### config.mk
export PLATFORM = sky130hd
export DESIGN_NAME = ad5302_cmd_seq
export DESIGN_NICKNAME = d
export VERILOG_FILES = /design/src/rtl/ad5302_cmd_seq_pkg.sv /design/src/rtl/ad5302_cmd_seq_refresh_tick.sv /design/src/rtl/ad5302_cmd_seq.sv
export SDC_FILE = /design/constraint.sdc
export NUM_CORES = 1
export LEC_CHECK = 0
export ABC_AREA = 1
export BUFFER_PORTS_ARGS = -buffer_cell sky130_fd_sc_hd__buf_2
export CAP_MARGIN = 15
export CORE_MARGIN = 2
export CORE_UTILIZATION = 45
export CTS_CLUSTER_SIZE = 8
export DETAILED_ROUTE_END_ITERATION = 10
export GPL_TIMING_DRIVEN = 0
export PLACE_DENSITY = 0.67
export SLEW_MARGIN = 20
export SYNTH_ARGS = -nofsm -noshare
export SYNTH_HDL_FRONTEND = slang
export SYNTH_SLANG_ARGS = --single-unit
### constraint.sdc
create_clock -name clk -period 1.8 [get_ports clk]
set_clock_uncertainty 0.2 [all_clocks]
set_input_delay 0.09 -clock clk [delete_from_list [all_inputs] [get_ports clk]]
set_output_delay 0.09 -clock clk [all_outputs]
set_load 0.01 [all_outputs]
### src/rtl/ad5302_cmd_seq_pkg.sv
// Shared definitions for the AD5302 command sequencer: FSM states, command-word
// field layout, channel codes and the word builder.
package ad5302_cmd_seq_pkg;

  typedef enum logic [2:0] {
    IDLE,
    LOAD,
    SEND_A,
    SEND_B,
    FINISH
  } state_t;

  localparam int unsigned WORD_W   = 16;
  localparam int unsigned CH_BIT   = 15;
  localparam int unsigned BUF_BIT  = 14;
  localparam int unsigned PD_LSB   = 12;
  localparam int unsigned DATA_LSB = 4;

  localparam logic CH_A = 1'b0;
  localparam logic CH_B = 1'b1;

  function automatic logic [WORD_W-1:0] build_word(
    input logic       ch,
    input logic       buf_en,
    input logic [1:0] pd,
    input logic [7:0] data
  );
    logic [WORD_W-1:0] w;
    w                 = '0;
    w[CH_BIT]         = ch;
    w[BUF_BIT]        = buf_en;
    w[PD_LSB +: 2]    = pd;
    w[DATA_LSB +: 8]  = data;
    return w;
  endfunction

endpackage

### src/rtl/ad5302_cmd_seq_refresh_tick.sv
// Free-running period counter; tick is high in the cycle the counter wraps.
// PERIOD = 0 holds the counter at zero and never ticks.
module refresh_tick #(
  parameter int unsigned PERIOD = 12_500_000
) (
  input  logic clk,
  input  logic rst,
  output logic tick
);

  localparam int unsigned     CW   = (PERIOD > 1) ? $clog2(PERIOD) : 1;
  localparam logic [CW-1:0]   LAST = (PERIOD > 1) ? CW'(PERIOD - 1) : '0;

  logic [CW-1:0] count;

  always_ff @(posedge clk) begin
    if (rst || (PERIOD == 0)) begin
      count <= '0;
    end else if (count == LAST) begin
      count <= '0;
    end else begin
      count <= count + 1'b1;
    end
  end

  assign tick = (PERIOD != 0) && (count == LAST);

endmodule

### src/rtl/ad5302_cmd_seq.sv
// AD5302 command sequencer: turns setpoint updates and periodic refreshes into
// one or two 16-bit DAC command words over a valid/ready stream.
module ad5302_cmd_seq
  import ad5302_cmd_seq_pkg::*;
#(
  parameter int unsigned REFRESH_CYCLES = 12_500_000,
  parameter int unsigned DATA_W         = 16
) (
  input  logic              clk,
  input  logic              rst,
  input  logic              update,
  input  logic              force_all,
  input  logic [7:0]        dac_a,
  input  logic [7:0]        dac_b,
  input  logic              buf_en,
  input  logic [1:0]        pd_mode,
  input  logic              m_axis_tready,
  output logic              m_axis_tvalid,
  output logic [DATA_W-1:0] m_axis_tdata,
  output logic              busy,
  output logic              done
);

  state_t state, state_nxt;

  logic              refresh_hit;
  logic              req_now, req_force_now, take_req;
  logic              pend, pend_force, cur_force;
  logic              first_wr;
  logic [7:0]        snap_a, snap_b, last_a, last_b;
  logic              snap_buf, sel_b;
  logic [1:0]        snap_pd;
  logic              ld_sel_a, ld_sel_b;
  logic [WORD_W-1:0] word;

  refresh_tick #(.PERIOD(REFRESH_CYCLES)) u_refresh (
    .clk  (clk),
    .rst  (rst),
    .tick (refresh_hit)
  );

  assign req_now       = update | refresh_hit;
  assign req_force_now = (update & force_all) | refresh_hit;
  // IDLE consumes a live request directly so the first word is two cycles out.
  assign take_req      = (state == IDLE) && (pend || req_now);

  assign ld_sel_a = cur_force | first_wr | (dac_a != last_a);
  assign ld_sel_b = cur_force | first_wr | (dac_b != last_b);

  always_ff @(posedge clk) begin
    if (rst) begin
      state <= IDLE;
    end else begin
      state <= state_nxt;
    end
  end

  always_comb begin
    state_nxt = state;
    case (state)
      IDLE:    if (take_req) state_nxt = LOAD;
      LOAD: begin
        if (ld_sel_a)      state_nxt = SEND_A;
        else if (ld_sel_b) state_nxt = SEND_B;
        else               state_nxt = FINISH;
      end
      SEND_A:  if (m_axis_tready) state_nxt = sel_b ? SEND_B : FINISH;
      SEND_B:  if (m_axis_tready) state_nxt = FINISH;
      FINISH:  state_nxt = IDLE;
      default: state_nxt = IDLE;
    endcase
  end

  always_ff @(posedge clk) begin
    if (rst) begin
      pend       <= 1'b0;
      pend_force <= 1'b0;
      cur_force  <= 1'b0;
      first_wr   <= 1'b1;
      snap_a     <= '0;
      snap_b     <= '0;
      snap_buf   <= 1'b0;
      snap_pd    <= '0;
      sel_b      <= 1'b0;
      last_a     <= '0;
      last_b     <= '0;
    end else begin
      if (take_req) begin
        cur_force  <= pend_force | req_force_now;
        pend       <= 1'b0;
        pend_force <= 1'b0;
      end else if (req_now) begin
        pend       <= 1'b1;
        pend_force <= pend_force | req_force_now;
      end
      if (state == LOAD) begin
        snap_a   <= dac_a;
        snap_b   <= dac_b;
        snap_buf <= buf_en;
        snap_pd  <= pd_mode;
        sel_b    <= ld_sel_b;
        first_wr <= 1'b0;
      end
      if ((state == SEND_A) && m_axis_tready) last_a <= snap_a;
      if ((state == SEND_B) && m_axis_tready) last_b <= snap_b;
    end
  end

  always_comb begin
    m_axis_tvalid = 1'b0;
    word          = '0;
    case (state)
      SEND_A: begin
        m_axis_tvalid = 1'b1;
        word          = build_word(CH_A, snap_buf, snap_pd, snap_a);
      end
      SEND_B: begin
        m_axis_tvalid = 1'b1;
        word          = build_word(CH_B, snap_buf, snap_pd, snap_b);
      end
      default: ;
    endcase
  end

  assign m_axis_tdata = DATA_W'(word);
  assign busy         = (state != IDLE);
  assign done         = (state == FINISH);

endmodule

==> results of run 1 <==
==> layer usage <==
metal,vias up,track usage (%)
met5,-,0
met4,0,9.37
met3,20,4.52
met2,77,33.7
met1,1398,29.7
li1,1580,-
==> tightest hold or removal path, delay by kind of cell (launching register included) <==
family | cells | cell delay [ps]
flip-flops | 1 | 320
AND/OR/NAND/NOR | 2 | 100
==> cell families after synthesis <==
kind of cell | synth area share [%]
other cells | 0.119
simple gates | 27.9
buf+inv | 9.90
compound gates | 15.7
fa+ha+maj | 0.398
xor+xnor | 3.34
flops | 42.6
==> layout make-up <==
cell class / instances / area share [%]
buffer: 16 / 2.57
clock inverter: 7 / 2.92
clock buffer: 9 / 2.92
tap: 96 / 2.83
inverter: 56 / 5.02
timing repair buffer: 75 / 13.4
sequential: 67 / 32.3
multi-input combinational: 304 / 38.0
==> final timing paths <==
kind	endpoint	slack, ps	depth (start not counted)
min	first_wr$_SDFFE_PP1N_	260	2
max reg2reg	u_refresh.count[16]$_SDFF_PP0_	60	9
max	m_axis_tdata[7]	-40	6
min reg2reg	first_wr$_SDFFE_PP1N_	260	2
==> stage by stage <==
step | cells | hold WS (ps) | setup slack, ps | TNS (ps)
2_1_floorplan | 444 | 37.8 | 75.9 | 0
3_3_place_gp | 577 | 155 | -109 | -1680
3_5_place_dp | 577 | 167 | -131 | -2460
4_1_cts | 625 | 250 | -1.80 | -3.04
5_1_grt | 630 | 274 | -97.1 | -811
6_report | 630 | 258 | -35.3 | -150
==> state kept, by name, summed over array words and instances (netlist names) <==
name,flops
snap_a,8
snap_pd,2
u_refresh.count,24
pend,1
first_wr,1
pend_force,1
last_b,8
snap_b,8
sel_b,1
state,3
snap_buf,1
cur_force,1
last_a,8
==> repair_timing <==
| item | 4_1_cts | 5_1_grt |
|---|---|---|
| gates cloned | 0 | 0 |
| buffers inserted | 9 | 5 |
| hold buffers | 24 | 0 |
| setup endpoints to repair | 43 | 63 |
| pin swaps | 9 | 10 |
| gates resized for setup | 28 | 39 |
| hold endpoints to repair | 30 | 0 |
==> cells in the mapped netlist (all sizes together) <==
| library cell | number | share of area (%) |
|---|---|---|
| inv | 56 | 6.7 |
| xor2 | 4 | 1.1 |
| nand3 | 19 | 3.3 |
| a21oi | 39 | 6.2 |
| nor2 | 73 | 9.2 |
| nor4 | 1 | 0.20 |
| o21a | 2 | 0.48 |
| nand3b | 2 | 0.48 |
| nor3 | 10 | 2.8 |
| o21ai | 39 | 6.3 |
| ha | 1 | 0.40 |
| conb | 1 | 0.12 |
| clkbuf | 7 | 0.84 |
| dfxtp | 67 | 43 |
| a211oi | 2 | 0.48 |
| buf | 10 | 2.4 |
| nand4 | 3 | 1.1 |
| xnor2 | 8 | 2.2 |
| nor3b | 1 | 0.24 |
| a22o | 8 | 2.2 |
| nand2 | 88 | 11 |
==> power by group <==
part           internal, mW  switching (mW)  total [mW]
combinational         0.468           0.725        1.19
sequential             1.76           0.216        1.97
clock                 0.929           0.630        1.56
==> flow_summary.json, run 1 <==
{
  "p_per_area_nw_per_um2": 1110,
  "rows": 30,
  "cp-end-kind": "primary output",
  "synthesis.area_um2": 3150,
  "grt_overflow": 0,
  "syn_inst": 441,
  "rsz0062_at_grt": "yes",
  "final-setup-viol-count": 7,
  "clk_path_buf_depth": 2,
  "viasPerCell": 4.88,
  "final_cell_mix": "nand2_1 (80), nor2_1 (65), dfxtp_1 (54)",
  "slew_viol_final": 0,
  "drt_iter0_drc": 135,
  "critPathMaxFanout": 5,
  "cpLargestDelayFamily": "buffers and inverters",
  "start_kind": "register",
  "hold_start": "first_wr$_SDFFE_PP1N_",
  "fin_crit_sh_pct": 102,
  "tritoncts": "yes",
  "drive_gt1_share_pct": 24.2,
  "pin_count": 43,
  "wl_met3_um": 370,
  "num-nets-final": 554,
  "fin_ws_ps": -35.3,
  "clock_sinks": 67,
  "cts.reportedPaths.clkPinSlew_ps": 80,
  "ys_seq_elements": 67,
  "path_cells": "inv_4, nor3_4, clkbuf_8, buf_12, a22o_1, buf_2",
  "cts_root_buf": "clkbuf_8",
  "hold_class": "reg -> reg",
  "drt_wl_total_um": 8090,
  "synth_area_per_cell_um2": 7.13,
  "power.leakage_nw": 1.85,
  "r2r-start": "u_refresh.count[1]$_SDFF_PP0_",
  "worstPathArrival_ps": 1550,
  "multi_input_area_um2": 1610,
  "crit_required_ps": 1510,
  "met2_length_um": 3670,
  "port_buffers": 37,
  "critPathSlowestCell": "dfxtp_2",
  "critical_path.startpoint": "state[1]$_SDFFE_PP0P_",
  "num_antenna_cells": 0,
  "top_layer_used": "met4",
  "critPathBufInv": 4,
  "finalHoldViolations": 0,
  "die_area_um2": 7670,
  "place_area_um2": 3460,
  "final-seq-area_um2": 1370,
  "initial_core_util_pct": 46.3,
  "dr_total_vias": 3075,
  "fin_crit_ps": 1840,
  "first_pass_iters": 4,
  "criticalPathCategory": "reg -> out",
  "die_w_um": 87.6,
  "gp_congestion": 0.871,
  "power_mw": 4.73,
  "num-fill-cells": 586,
  "htreeDepth": 3,
  "grt_max_degree": 14,
  "grt.total_usage_pct": 21.8,
  "violations": "setup timing",
  "core_area_um2": 6790,
  "dp_hpwl_um": 5370,
  "fin_util_pct": 62.4,
  "drc": 0,
  "ir_drop_mv": 0.684,
  "mostFrequentLayoutCell": "nand2_1",
  "final_area_um2": 4240,
  "yosys_warnings": 0,
  "grt_pass1_wl_um": 13000,
  "status": "complete, but fails checks",
  "ys_seq_area_share_pct": 42.6,
  "wl_met1_um": 3820,
  "syn_to_final_growth_pct": 34.8,
  "postRouteAntennaNets": 0,
  "numCtsBuffers": 9,
  "die_y_um": 87.6,
  "clock_latency_ps": 350,
  "maxCapViolCount": 0,
  "antenna_found_initial": 0,
  "slowest_delay_ps": 360,
  "fmax_ghz": 0.545,
  "synth_cell_type_count": 33,
  "first_global_vias": 2845,
  "wire_per_inst_um": 12.8
}
Power figures use the tool's default switching activity.
==> inputs of run 2 (changes only) <==
--- a/config.mk
+++ b/config.mk
@@ -5,7 +5,7 @@
 export SDC_FILE = /design/constraint.sdc
 export NUM_CORES = 1
 export LEC_CHECK = 0
-export ABC_AREA = 1
+export ABC_AREA = 0
 export BUFFER_PORTS_ARGS = -buffer_cell sky130_fd_sc_hd__buf_2
 export CAP_MARGIN = 15
 export CORE_MARGIN = 2
@@ -13,7 +13,7 @@
 export CTS_CLUSTER_SIZE = 8
 export DETAILED_ROUTE_END_ITERATION = 10
 export GPL_TIMING_DRIVEN = 0
-export PLACE_DENSITY = 0.67
+export PLACE_DENSITY = 0.68
 export SLEW_MARGIN = 20
 export SYNTH_ARGS = -nofsm -noshare
 export SYNTH_HDL_FRONTEND = slang
==> run 2 against run 1 <==
Fmax fell by 18%. Power fell by 29%. Register-to-register slack got worse by 510 ps. Worst setup slack got worse by 410 ps. Final area fell by 4.8%. Sequential power fell by 16%. Synthesized area fell by 2.3%. Wire length fell by 11%. Clock power fell by 32%. Cell count fell by 15%. The flow still finishes with violations (setup timing).
==> flow_summary.json, run 2 <==
{
  "status": "complete, but fails checks",
  "violations": "setup timing",
  "synthesis.area_um2": 3070,
  "criticalPathCategory": "reg -> reg",
  "crit_required_ps": 1830,
  "die_w_um": 86.7,
  "dr_total_vias": 2729,
  "final_area_um2": 4040,
  "synth_area_per_cell_um2": 8.35,
  "clock_sinks": 67,
  "grt_overflow": 0,
  "syn_to_final_growth_pct": 31.3,
  "yosys.area.top_type_share_pct": 43.6,
  "power_mw": 3.36,
  "die_area_um2": 7510,
  "clock_latency_ps": 340,
  "num-nets-final": 475,
  "gp_congestion": 0.829,
  "p_per_area_nw_per_um2": 833,
  "mostFrequentLayoutCell": "nand2_1",
  "yosys_warnings": 0,
  "worstPathArrival_ps": 2280,
  "synth_cell_type_count": 43,
  "synthFlopType": "dfxtp_1",
  "yosysMostFrequentCell": "dfxtp_1",
  "finalHoldViolations": 0,
  "fin_ws_ps": -450,
  "fin_cells": 534,
  "place_area_um2": 3380,
  "place_inst": 488,
  "async_reset_ff_share_pct": 0,
  "wire_per_inst_um": 13.5,
  "tritoncts": "yes",
  "cp-end-kind": "register",
  "core_area_um2": 6720,
  "pin_count": 43,
  "start_kind": "register",
  "syn_inst": 368,
  "grt.total_usage_pct": 19.7,
  "cts.reportedPaths.clkPinSlew_ps": 70,
  "numCtsBuffers": 9,
  "die_y_um": 86.7,
  "ir_drop_mv": 0.575,
  "rows": 30,
  "grt_max_degree": 11,
  "first_global_vias": 2561,
  "antenna_found_initial": 0,
  "fin_crit_sh_pct": 125,
  "num-fill-cells": 602,
  "drt_iter0_drc": 106,
  "yosys.area.top_type": "dfxtp_1",
  "slew_viol_final": 0,
  "critPathMaxFanout": 5,
  "slew_headroom_pct": 58.5,
  "synthTopCellsByCount": "dfxtp_1 (67), nand2_1 (66), nor2_1 (48)",
  "worst_slew_pin_slew_ps": 622,
  "largest_reg_flops": 24,
  "viasPerCell": 5.11,
  "cts_root_buf": "clkbuf_8",
  "hold_class": "in -> reg",
  "drive_gt1_share_pct": 27.1,
  "regMostFlops": "u_refresh.count",
  "initial_core_util_pct": 45.8,
  "clk_path_buf_depth": 2,
  "rsz0062_at_grt": "yes",
  "fmax_ghz": 0.444,
  "htreeDepth": 3,
  "dp_hpwl_um": 4570,
  "hold-worst-slack_ps": 111,
  "ys_seq_elements": 67,
  "fin_crit_ps": 2250,
  "drt_wl_total_um": 7210,
  "final-setup-viol-count": 27,
  "drc": 0,
  "final_cell_mix": "nand2_1 (65), dfxtp_1 (57), buf_2 (37)",
  "synth-edff-count": 0,
  "power.leakage_nw": 1.47,
  "ys_seq_area_share_pct": 43.6,
  "maxCapViolCount": 0,
  "first_pass_iters": 4,
  "num_antenna_cells": 0,
  "port_buffers": 37,
  "synth_area_leaders": "dfxtp_1 (44%), nand2_1 (8.1%), xnor2_1 (8.0%)",
  "postRouteAntennaNets": 0,
  "grt_pass1_wl_um": 11700
}
run 2: final cells by class:
cell class | instances | area, um^2 | area share, %
clock inverter | 3 | 15.0 | 0.372
buffer | 18 | 119 | 2.94
sequential | 67 | 1360 | 33.7
inverter | 7 | 26.3 | 0.651
tap | 80 | 100 | 2.48
timing repair buffer | 71 | 523 | 13.0
multi-input combinational | 276 | 1750 | 43.3
clock buffer | 12 | 145 | 3.60
run 2: layer usage:
layer / up-vias / wire, um / part of all wire [%] / global-route usage, %
li1: 1377 / - / - / -
met1: 1287 / 3260 / 45 / 24.5
met2: 56 / 3610 / 50 / 34.0
met3: 9 / 248 / 3.4 / 3.24
met4: 0 / 91 / 1.3 / 7.39
met5: - / 0 / 0 / 0
run 2: repair_timing:
| action | 4_1_cts | 5_1_grt |
|---|---|---|
| setup endpoints to repair | 77 | 68 |
| resized for setup | 29 | 34 |
| endpoints found under the hold margin | 23 | 0 |
| hold buffers | 22 | 0 |
| cloned | 2 | 0 |
| pin swaps | 18 | 3 |
| setup buffers | 9 | 1 |
run 2: kinds of logic after synthesis:
group / share of synthesized area (%)
other cells: 0.122
mux: 5.58
buf+inv: 4.44
xor+xnor: 10.5
flops: 43.6
compound gates: 8.51
fa+ha+maj: 0.407
simple gates: 26.8
run 2: power by group:
| part | leakage, nW | internal [mW] | switching, mW |
|---|---|---|---|
| Clock | 0.0860 | 0.524 | 0.541 |
| Sequential | 0.548 | 1.58 | 0.0855 |
| Combinational | 0.834 | 0.289 | 0.348 |
run 2: path summary, 6_finish.rpt:
check | startpoint | depth (start not counted) | to | slack, ps
worst max-delay path | u_refresh.count[9]$_SDFF_PP0_ | 4 | cur_force$_SDFFE_PP0P_ | -450
worst min-delay path | dac_b[7] | 6 | state[2]$_SDFFE_PP0P_ | 110
worst max register to register | u_refresh.count[9]$_SDFF_PP0_ | 4 | cur_force$_SDFFE_PP0P_ | -450
worst min register to register | u_refresh.count[0]$_SDFF_PP0_ | 1 | u_refresh.count[0]$_SDFF_PP0_ | 240
run 2: stage by stage:
| stage | worst slack (ps) | util [%] | setup TNS, ps |
|---|---|---|---|
| final | -450 | 60.1 | -8810 |
| after detailed placement | -565 | 50.4 | -15730 |
| after floorplan | -460 | - | -7550 |
| after global placement | -556 | 50.4 | -14750 |
| after CTS | -429 | 58.5 | -7840 |
| after global routing | -503 | 60.1 | -10690 |
run 2: worst max-delay path, stage by stage (launching register included):
cell and delay [ps]:
dfxtp_1 350, or4b_1 540, or4_4 570, a21oi_4 170
mux2_4 310
==> inputs of run 3 (changes only) <==
--- a/config.mk
+++ b/config.mk
@@ -13,7 +13,9 @@
 export CTS_CLUSTER_SIZE = 8
 export DETAILED_ROUTE_END_ITERATION = 10
 export GPL_TIMING_DRIVEN = 0
+export HOLD_SLACK_MARGIN = 0.06
 export PLACE_DENSITY = 0.68
+export RECOVER_POWER = 100
 export SLEW_MARGIN = 20
 export SYNTH_ARGS = -nofsm -noshare
 export SYNTH_HDL_FRONTEND = slang
==> run 3 against run 2 <==
The flow still finishes with violations (setup timing). Die area unchanged. Utilization up 0.093 points. Sequential share of layout area is 0.11 points lower. Power shrank 0.18%. Clock power barely moved. Non-clock buffer count increased by 1. Largest cell class unchanged. Highest routed layer unchanged.
==> flow_summary.json, run 3 (synthesized netlist as in run 2, its figures left out) <==
{
  "tritoncts": "yes",
  "num-nets-final": 476,
  "status": "complete, but fails checks",
  "antenna_found_initial": 0,
  "cpLargestDelayFamily": "simple AND/OR/NAND/NOR gates",
  "worstPathArrival_ps": 2270,
  "htreeDepth": 3,
  "syn_to_final_growth_pct": 31.5,
  "slew_headroom_pct": 59.5,
  "critPathMaxFanout": 5,
  "fin_crit_ps": 2250,
  "grt_max_degree": 11,
  "slew_viol_final": 0,
  "core_area_um2": 6720,
  "largest_reg_flops": 24,
  "seq_power_share_pct": 49.4,
  "grt.total_usage_pct": 19.7,
  "grt_pass1_wl_um": 11700,
  "power_frac_clock_pct": 31.5,
  "finalHoldViolations": 0,
  "crit_required_ps": 1820,
  "fin_cells": 535,
  "cts_root_buf": "clkbuf_8",
  "fmax_ghz": 0.445,
  "dp_hpwl_um": 4570,
  "critPathSlowestCell": "or4_4",
  "initial_core_util_pct": 45.8,
  "port_buffers": 37,
  "final-setup-viol-count": 59,
  "num-fill-cells": 604,
  "power.leakage_nw": 1.47,
  "p_sw_uw": 969,
  "critPathBufInv": 0,
  "wire_per_inst_um": 13.5,
  "fin_crit_sh_pct": 125,
  "start_kind": "register",
  "hold_class": "in -> reg",
  "drive_gt1_share_pct": 26.4,
  "numCtsBuffers": 9,
  "pin_count": 43,
  "slowest_delay_ps": 570,
  "rsz0062_at_grt": "yes",
  "p_comb_share_pct": 19.1,
  "final_cell_mix": "nand2_1 (65), dfxtp_1 (59), buf_2 (36)",
  "path_cells": "or4b_1, or4_4, a21oi_4, mux2_4",
  "die_area_um2": 7510,
  "regMostFlops": "u_refresh.count",
  "first_pass_iters": 4,
  "cts.reportedPaths.clkPinSlew_ps": 70,
  "viasPerCell": 5.11,
  "p_int_mw": 2.39,
  "clk_path_buf_depth": 2,
  "place_ws_ps": -565,
  "place_inst": 488,
  "ir_drop_mv": 0.570,
  "drc": 0,
  "clock_sinks": 67,
  "mostFrequentLayoutCell": "nand2_1",
  "violations": "setup timing",
  "drt_iter0_drc": 121,
  "num_antenna_cells": 0,
  "cp-end-kind": "register",
  "gp_congestion": 0.829,
  "die_w_um": 86.7,
  "maxCapViolCount": 0,
  "worst_slew_pin_slew_ps": 607,
  "dr_total_vias": 2735,
  "first_global_vias": 2561,
  "postRouteAntennaNets": 0,
  "die_y_um": 86.7,
  "rows": 30,
  "swShare_pct": 28.9,
  "fin_ws_ps": -450,
  "drt_wl_total_um": 7230,
  "grt_overflow": 0,
  "p_per_area_nw_per_um2": 831,
  "clock_latency_ps": 330,
  "criticalPathCategory": "reg -> reg"
}
-- run 3: cell count changes in the layout (fill, tap and decap cells not counted), sizes merged --
| cell | before | now |
|---|---|---|
| buf | 55 | 54 |
| clkbuf | 24 | 25 |
| dlygate4sd3 | 22 | 23 |
-- run 3: cell type report --
class / count / area [um^2] / area share, %
multi-input cells: 276 / 1750 / 43.3
clock buffers: 12 / 145 / 3.59
clock inverters: 3 / 15.0 / 0.371
plain buffers: 18 / 119 / 2.94
inverters: 7 / 26.3 / 0.650
well taps: 80 / 100 / 2.48
flip-flops and latches: 67 / 1360 / 33.5
repair buffers: 72 / 532 / 13.2
-- run 3: path summary, 6_finish.rpt --
path	endpoint	depth (start not counted)	slack [ps]	startpoint
min reg2reg	u_refresh.count[0]$_SDFF_PP0_	1	240	u_refresh.count[0]$_SDFF_PP0_
min	sel_b$_SDFFE_PP0N_	5	90	dac_b[7]
max reg2reg	cur_force$_SDFFE_PP0P_	4	-450	u_refresh.count[9]$_SDFF_PP0_
max	cur_force$_SDFFE_PP0P_	4	-450	u_refresh.count[9]$_SDFF_PP0_
-- run 3: power by group through the flow --
stage               sequential, mW  combinational (mW)  clock, mW
finish                        1.66               0.640       1.06
global route                  1.67               0.708       1.15
CTS                           1.66               0.620       1.08
detailed placement            1.67               0.550          0
global placement              1.67               0.541          0
floorplan                     1.65               0.405          0
-- run 3: timing repair --
action,4_1_cts,5_1_grt
setup buffers,9,1
hold buffers,23,0
pin swaps,18,3
endpoints found under the hold margin,33,0
cloned,2,0
setup endpoints to repair,77,68
resized for setup,29,34
-- run 3: routing by layer --
metal / track usage (%) / part of all wire, % / routed length (um) / vias to the layer above
met4: 7.39 / 1.2 / 90 / 0
li1: - / - / - / 1381
met2: 34.0 / 50 / 3600 / 57
met5: 0 / 0 / 0 / -
met1: 24.5 / 45 / 3240 / 1288
met3: 3.24 / 4.1 / 295 / 9
-- run 3: through the flow --
stage | TNS, ps | total power, mW | instance area, um^2 | hold slack (ps) | utilization, %
floorplan | -7550 | 2.06 | 3100 | 26.0 | -
global placement | -14750 | 2.21 | 3380 | 135 | 50.4
detailed placement | -15730 | 2.22 | 3380 | 136 | 50.4
CTS | -7840 | 3.35 | 3940 | 85.6 | 58.6
global route | -14910 | 3.53 | 4040 | 120 | 60.2
finish | -9630 | 3.36 | 4040 | 88.5 | 60.2
-- run 3: worst reg2reg max path, stage by stage (launching register included) --
cell and delay [ps]:
dfxtp_1 350, or4b_1 540, or4_4 570, a21oi_4 170
mux2_4 310
